**src/rtl/pipe_pkg.sv**
```systemverilog
// Shared types for the IF->ID pipeline stage: skid FSM states and MODE encodings.
package pipe_pkg;

    typedef enum logic [1:0] {
        EMPTY = 2'd0,
        ONE   = 2'd1,
        FULL  = 2'd2
    } skid_state_e;

    localparam int MODE_RIGID   = 0;
    localparam int MODE_ELASTIC = 1;

endpackage

```
**src/rtl/pipe_sat_counter.sv**
```systemverilog
// Saturating up-counter for pipeline performance monitoring; sticks at all-ones.
module pipe_sat_counter #(
    parameter int CNT_W = 16
) (
    input  logic             clk,
    input  logic             CLR,
    input  logic             inc,
    output logic [CNT_W-1:0] cnt
);

    logic [CNT_W-1:0] cnt_q;

    always_ff @(posedge clk) begin
        if (CLR) begin
            cnt_q <= '0;
        end else if (inc && (cnt_q != {CNT_W{1'b1}})) begin
            cnt_q <= cnt_q + {{(CNT_W-1){1'b0}}, 1'b1};
        end
    end

    assign cnt = cnt_q;

endmodule

```
**src/rtl/if_id_skid_stage.sv**
```systemverilog
// IF->ID pipeline stage: rigid single register or elastic two-entry skid buffer,
// with flush and saturating stall/bubble counters.
//
// Elastic FSM:
//   state | meaning
//   EMPTY | no valid entry, in_ready=1
//   ONE   | head valid, skid empty, in_ready=1
//   FULL  | head and skid valid, in_ready=0
module if_id_skid_stage
    import pipe_pkg::*;
#(
    parameter int IR_W  = 32,
    parameter int PC_W  = 32,
    parameter int MODE  = MODE_ELASTIC,
    parameter int CNT_W = 16
) (
    input  logic             clk,
    input  logic             CLR,
    input  logic             in_valid,
    output logic             in_ready,
    input  logic [IR_W-1:0]  IR_in,
    input  logic [PC_W-1:0]  PC_in,
    input  logic             flush,
    output logic             out_valid,
    input  logic             out_ready,
    output logic [IR_W-1:0]  IR,
    output logic [PC_W-1:0]  PC,
    output logic [CNT_W-1:0] stall_cnt,
    output logic [CNT_W-1:0] bubble_cnt
);

    generate
        if (MODE == MODE_RIGID) begin : g_rigid
            logic            valid_q;
            logic [IR_W-1:0] ir_q;
            logic [PC_W-1:0] pc_q;

            // A bubble loads zeros so an invalid head always reads IR=PC=0.
            always_ff @(posedge clk) begin
                if (CLR || flush) begin
                    valid_q <= 1'b0;
                    ir_q    <= '0;
                    pc_q    <= '0;
                end else if (out_ready) begin
                    valid_q <= in_valid;
                    ir_q    <= in_valid ? IR_in : '0;
                    pc_q    <= in_valid ? PC_in : '0;
                end
            end

            assign in_ready  = out_ready && !CLR;
            assign out_valid = valid_q;
            assign IR        = ir_q;
            assign PC        = pc_q;
        end else begin : g_elastic
            skid_state_e     state_q, state_d;
            logic [IR_W-1:0] head_ir_q, head_ir_d, skid_ir_q, skid_ir_d;
            logic [PC_W-1:0] head_pc_q, head_pc_d, skid_pc_q, skid_pc_d;
            logic            accept, consume;

            always_ff @(posedge clk) begin
                if (CLR || flush) begin
                    state_q   <= EMPTY;
                    head_ir_q <= '0;
                    head_pc_q <= '0;
                    skid_ir_q <= '0;
                    skid_pc_q <= '0;
                end else begin
                    state_q   <= state_d;
                    head_ir_q <= head_ir_d;
                    head_pc_q <= head_pc_d;
                    skid_ir_q <= skid_ir_d;
                    skid_pc_q <= skid_pc_d;
                end
            end

            // in_ready depends only on registered state, never on out_ready.
            assign accept  = in_valid && (state_q != FULL);
            assign consume = (state_q != EMPTY) && out_ready;

            always_comb begin
                state_d   = state_q;
                head_ir_d = head_ir_q;
                head_pc_d = head_pc_q;
                skid_ir_d = skid_ir_q;
                skid_pc_d = skid_pc_q;
                case (state_q)
                    EMPTY: begin
                        if (accept) begin
                            state_d   = ONE;
                            head_ir_d = IR_in;
                            head_pc_d = PC_in;
                        end
                    end
                    ONE: begin
                        case ({accept, consume})
                            2'b10: begin
                                state_d   = FULL;
                                skid_ir_d = IR_in;
                                skid_pc_d = PC_in;
                            end
                            2'b01: begin
                                state_d   = EMPTY;
                                head_ir_d = '0;
                                head_pc_d = '0;
                            end
                            2'b11: begin
                                head_ir_d = IR_in;
                                head_pc_d = PC_in;
                            end
                            default: ;
                        endcase
                    end
                    FULL: begin
                        if (consume) begin
                            state_d   = ONE;
                            head_ir_d = skid_ir_q;
                            head_pc_d = skid_pc_q;
                            skid_ir_d = '0;
                            skid_pc_d = '0;
                        end
                    end
                    default: begin
                        state_d   = EMPTY;
                        head_ir_d = '0;
                        head_pc_d = '0;
                        skid_ir_d = '0;
                        skid_pc_d = '0;
                    end
                endcase
            end

            assign in_ready  = !CLR && (state_q != FULL);
            assign out_valid = (state_q != EMPTY);
            assign IR        = head_ir_q;
            assign PC        = head_pc_q;
        end
    endgenerate

    pipe_sat_counter #(.CNT_W(CNT_W)) u_stall_cnt (
        .clk (clk),
        .CLR (CLR),
        .inc (out_valid && !out_ready),
        .cnt (stall_cnt)
    );

    pipe_sat_counter #(.CNT_W(CNT_W)) u_bubble_cnt (
        .clk (clk),
        .CLR (CLR),
        .inc (out_ready && !out_valid),
        .cnt (bubble_cnt)
    );

endmodule

```
**config.mk**
```make
export PLATFORM = sky130hd
export DESIGN_NAME = if_id_skid_stage
export DESIGN_NICKNAME = d
export VERILOG_FILES = /design/src/rtl/pipe_pkg.sv /design/src/rtl/pipe_sat_counter.sv /design/src/rtl/if_id_skid_stage.sv
export SDC_FILE = /design/constraint.sdc
export NUM_CORES = 1
export LEC_CHECK = 0
export CELL_PAD_IN_SITES_DETAIL_PLACEMENT = 2
export CELL_PAD_IN_SITES_GLOBAL_PLACEMENT = 2
export CORE_AREA = 5 5 174 176
export DETAILED_ROUTE_END_ITERATION = 12
export DIE_AREA = 0 0 179 181
export PLACE_DENSITY_LB_ADDON = 0.08
export SLEW_MARGIN = 20
export SYNTH_ARGS = -nofsm -noshare
export SYNTH_HDL_FRONTEND = slang
export SYNTH_SLANG_ARGS = --single-unit
```
**constraint.sdc**
```tcl
create_clock -name clk -period 1.8 [get_ports clk]
set_input_delay 0.36 -clock clk [delete_from_list [all_inputs] [get_ports clk]]
set_output_delay 0.36 -clock clk [all_outputs]
set_load 0.02 [all_outputs]
```
==> summary.md <==
| Metric | Value |
|---|---|
| Number of remaining DRC errors | 0 |
| Leak pwr | 4.73 nW |
| Largest net degree at the start of global routing | 40 |
| Share of cells above drive strength 1 | 0.162 |
| Hold Fails Final Rpt | 0 |
| Worst slack at placement | -0.641 ns |
| Buffers on Ports | 166 |
| Pwr/cell area | 765 nW/um^2 |
| Avg Vias per Cell | 4.98 |
| Sink Count | 162 |
| Clock Tree Root | clkbuf_16 |
| Synthesized Nets | 966 |
| Setup Viol. Count Final | 6 |
| Drt wl/cell | 18.5 um |
| Post-DP HPWL | 18500 um |
| CTS H-tree depth | 4 |
| Crit path DAT | 2.26 ns |
| First-pass GRT wire length | 44400 um |
| Register bit total from synthesis | 162 |
| WS Path Type | register to register |
| Starting DRT DRC Count | 245 |
| Worst hold path class | register to register |
| DIE WIDTH | 179 um |
| Pin slew with the least headroom to its limit | 0.488 ns |
| Metal1 wirelength | 12800 um |
| Predominant post-synthesis flop cell | dfxtp_1 |
| Syn Area/Cell | 8.44 sq um |
| RSZ-0062 raised after global routing | yes |
| Fillers | 3145 |
| Top Layer Used | met4 |
| GRT Resource Usage Total | 0.171 |
| Total wire length | 27500 um |
| PnR worst setup slack | -0.0970 ns |
| Drt pass-1 iters | 4 |
| CTS Buf Count | 17 |
| CP endpoint kind | register |
| Initial antenna violation count | 1 |
| I/O Pins | 167 |
| Routability cong. | 0.733 |
| Mapped Cells | 895 |
| Full die area | 32400 sq um |
| Tot Pwr | 8.48 mW |
| Post-synth EDFFs | 0 |
| Synth area leaders | dfxtp_1 (43%), mux2i_1 (8.7%), nor2_1 (6.7%) |
| Clk_skew | 0.0151 ns |
| Tmin final | 1.90 ns |
| CTS tree | yes |
| Max cap viols | 0 |
| Max Fanout on Critical Path | 5 |
| Async SR Flop Fraction | 0 |
| Row cnt | 62 |
| DRT antenna net count | 0 |
| Status | finished with violations |
| Max Transition Viols Final | 0 |
| Core area | 28500 sq um |
| Top-area cell type share of the netlist area | 0.429 |
| Met3 wire length | 1010 um |
| Grt ovf | 0 |
| Clock-pin transition on the worst setup and hold timing paths | 0.07 ns |
| VDD IR max | 0.472 mV |
| Failing checks | setup timing |
| Area leader, netlist | dfxtp_1 |
| Vias in the first global route | 8125 |
| Worst setup SP type | register |
| Cell Count, Final, Fillers Out | 1488 |
| Count of cell types in the netlist | 46 |
| Synthesized area | 7550 sq um |
| Placed cells | 1446 |
| Die H | 181 um |
| Met2 Routed Length | 13300 um |
| Max clock buf depth | 2 |
| Final cycle utilization of the critical path | 1.05 |
| Post-synthesis sequential area ratio | 0.429 |
| Rel. slew slack | 0.672 |
| Starting Density | 0.265 |
| Worst skew pair latency | 0.44 ns |
| Fmax | 0.527 GHz |
| Via Count | 7408 |
| Area grow syn2layout | 46.7% |
| Fin nets | 1161 |
| Final Core Density | 0.389 |
| Synthesis Warnings | 0 |
| Worst EP required | 2.16 ns |
[Yosys cell counts, drive strengths merged, types with 2 or more instances]
library cell / instances
o22a: 2
mux2i: 66
inv: 70
nor2: 135
o31ai: 8
mux2: 4
a32oi: 20
dfxtp: 162
nor2b: 7
buf: 13
ha: 2
nand2: 42
o21ai: 15
o32ai: 32
nand4: 8
nor4: 6
or2: 3
a2bb2oi: 33
nor3: 2
or3b: 2
and2: 36
a21oi: 58
or3: 18
nand3: 10
nand2b: 3
or4: 12
clkbuf: 66
a22oi: 44
o41ai: 5
[critical path, cell delays in order (launching register included)]
cell	delay [ns]
dfxtp_2	0.34
or3b_4	0.40
or4_4	0.46
or4_4	0.50
a21oi_2	0.13
[where the power goes]
group / internal [mW] / switching [mW] / leakage, nW
sequential: 3.65 / 0.0420 / 1.32
combinational: 0.551 / 0.614 / 3.13
clock: 1.90 / 1.72 / 0.281
total: 6.10 / 2.38 / 4.73
[path summary, 6_finish.rpt]
check	from	to	slack, ns	cells after the start
worst max-delay path	g_elastic.state_q[0]	u_bubble_cnt.cnt[9]	-0.1	4
worst min-delay path	IR[27]	IR[27]	0.45	2
worst max register to register	g_elastic.state_q[0]	u_bubble_cnt.cnt[9]	-0.1	4
worst min register to register	IR[27]	IR[27]	0.45	2
[what timing repair did]
action / in CTS / in global routing
endpoints found under the hold margin: 0 / 0
setup endpoints to repair: 157 / 149
gates resized for setup: 64 / 69
buffers inserted: 4 / 5
pin swaps: 3 / 12
hold buffers: 0 / 0
[through the flow]
step	hold WS, ns	setup TNS, ns	area, sq um
floorplan	0.460	-0.273	7630
global placement	0.439	-64.22	10200
detailed placement	0.447	-72.28	10200
CTS	0.457	-0.174	10800
global route	0.475	-3.90	11100
finish	0.450	-0.299	11100
[logic make-up (layout without fill, tap and decap cells)]
| kind of cell | count (synthesis) | in the layout | share of synthesized area |
|---|---|---|---|
| simple gates | 288 | 288 | 0.182 |
| compound gates | 223 | 223 | 0.214 |
| flops | 162 | 162 | 0.429 |
| buf+inv | 149 | 357 | 0.0762 |
| mux | 70 | 70 | 0.0934 |
| fa+ha+maj | 2 | 2 | 0.00331 |
| xor+xnor | 1 | 1 | 0.00116 |
| other cells | 0 | 1 | 0 |
[registers in the layout (all words and copies together), names as in the netlist]
name and count:
IR 32, PC 32, g_elastic.skid_ir_q 32, g_elastic.skid_pc_q 32
g_elastic.state_q 2, u_bubble_cnt.cnt 16, u_stall_cnt.cnt 16
[placed cells by master, fill, tap and decap left out, types with 7 or more instances in the layout]
master / n
a21oi_1: 53
a22oi_1: 44
a2bb2oi_1: 33
a32oi_1: 20
and2_1: 36
buf_12: 14
buf_4: 74
clkbuf_16: 17
clkdlybuf4s50_1: 81
dfxtp_1: 148
dfxtp_2: 10
dlygate4sd2_1: 47
dlymetal6s2s_1: 36
inv_1: 70
mux2i_1: 66
nand2_1: 42
nand3_1: 9
nand4_1: 8
nor2_1: 135
o21ai_0: 13
o32ai_1: 31
or3_1: 15
or4_1: 7
[layer usage]
metal,global-route usage,vias to the layer above
met5,0,-
met4,0.0439,0
met3,0.0412,24
met2,0.287,130
met1,0.219,3683
li1,-,3571
[area by class of cell]
type	instances	area, sq um	area share
antenna	1	2.50	0.000226
clock buffer	19	453	0.0409
clock inverter	13	116	0.0105
inverter	70	263	0.0237
multi-input combinational	584	3950	0.357
sequential	162	3270	0.295
tap	384	480	0.0434
timing repair buffer	255	2540	0.230
Power figures use the tool's default switching activity.
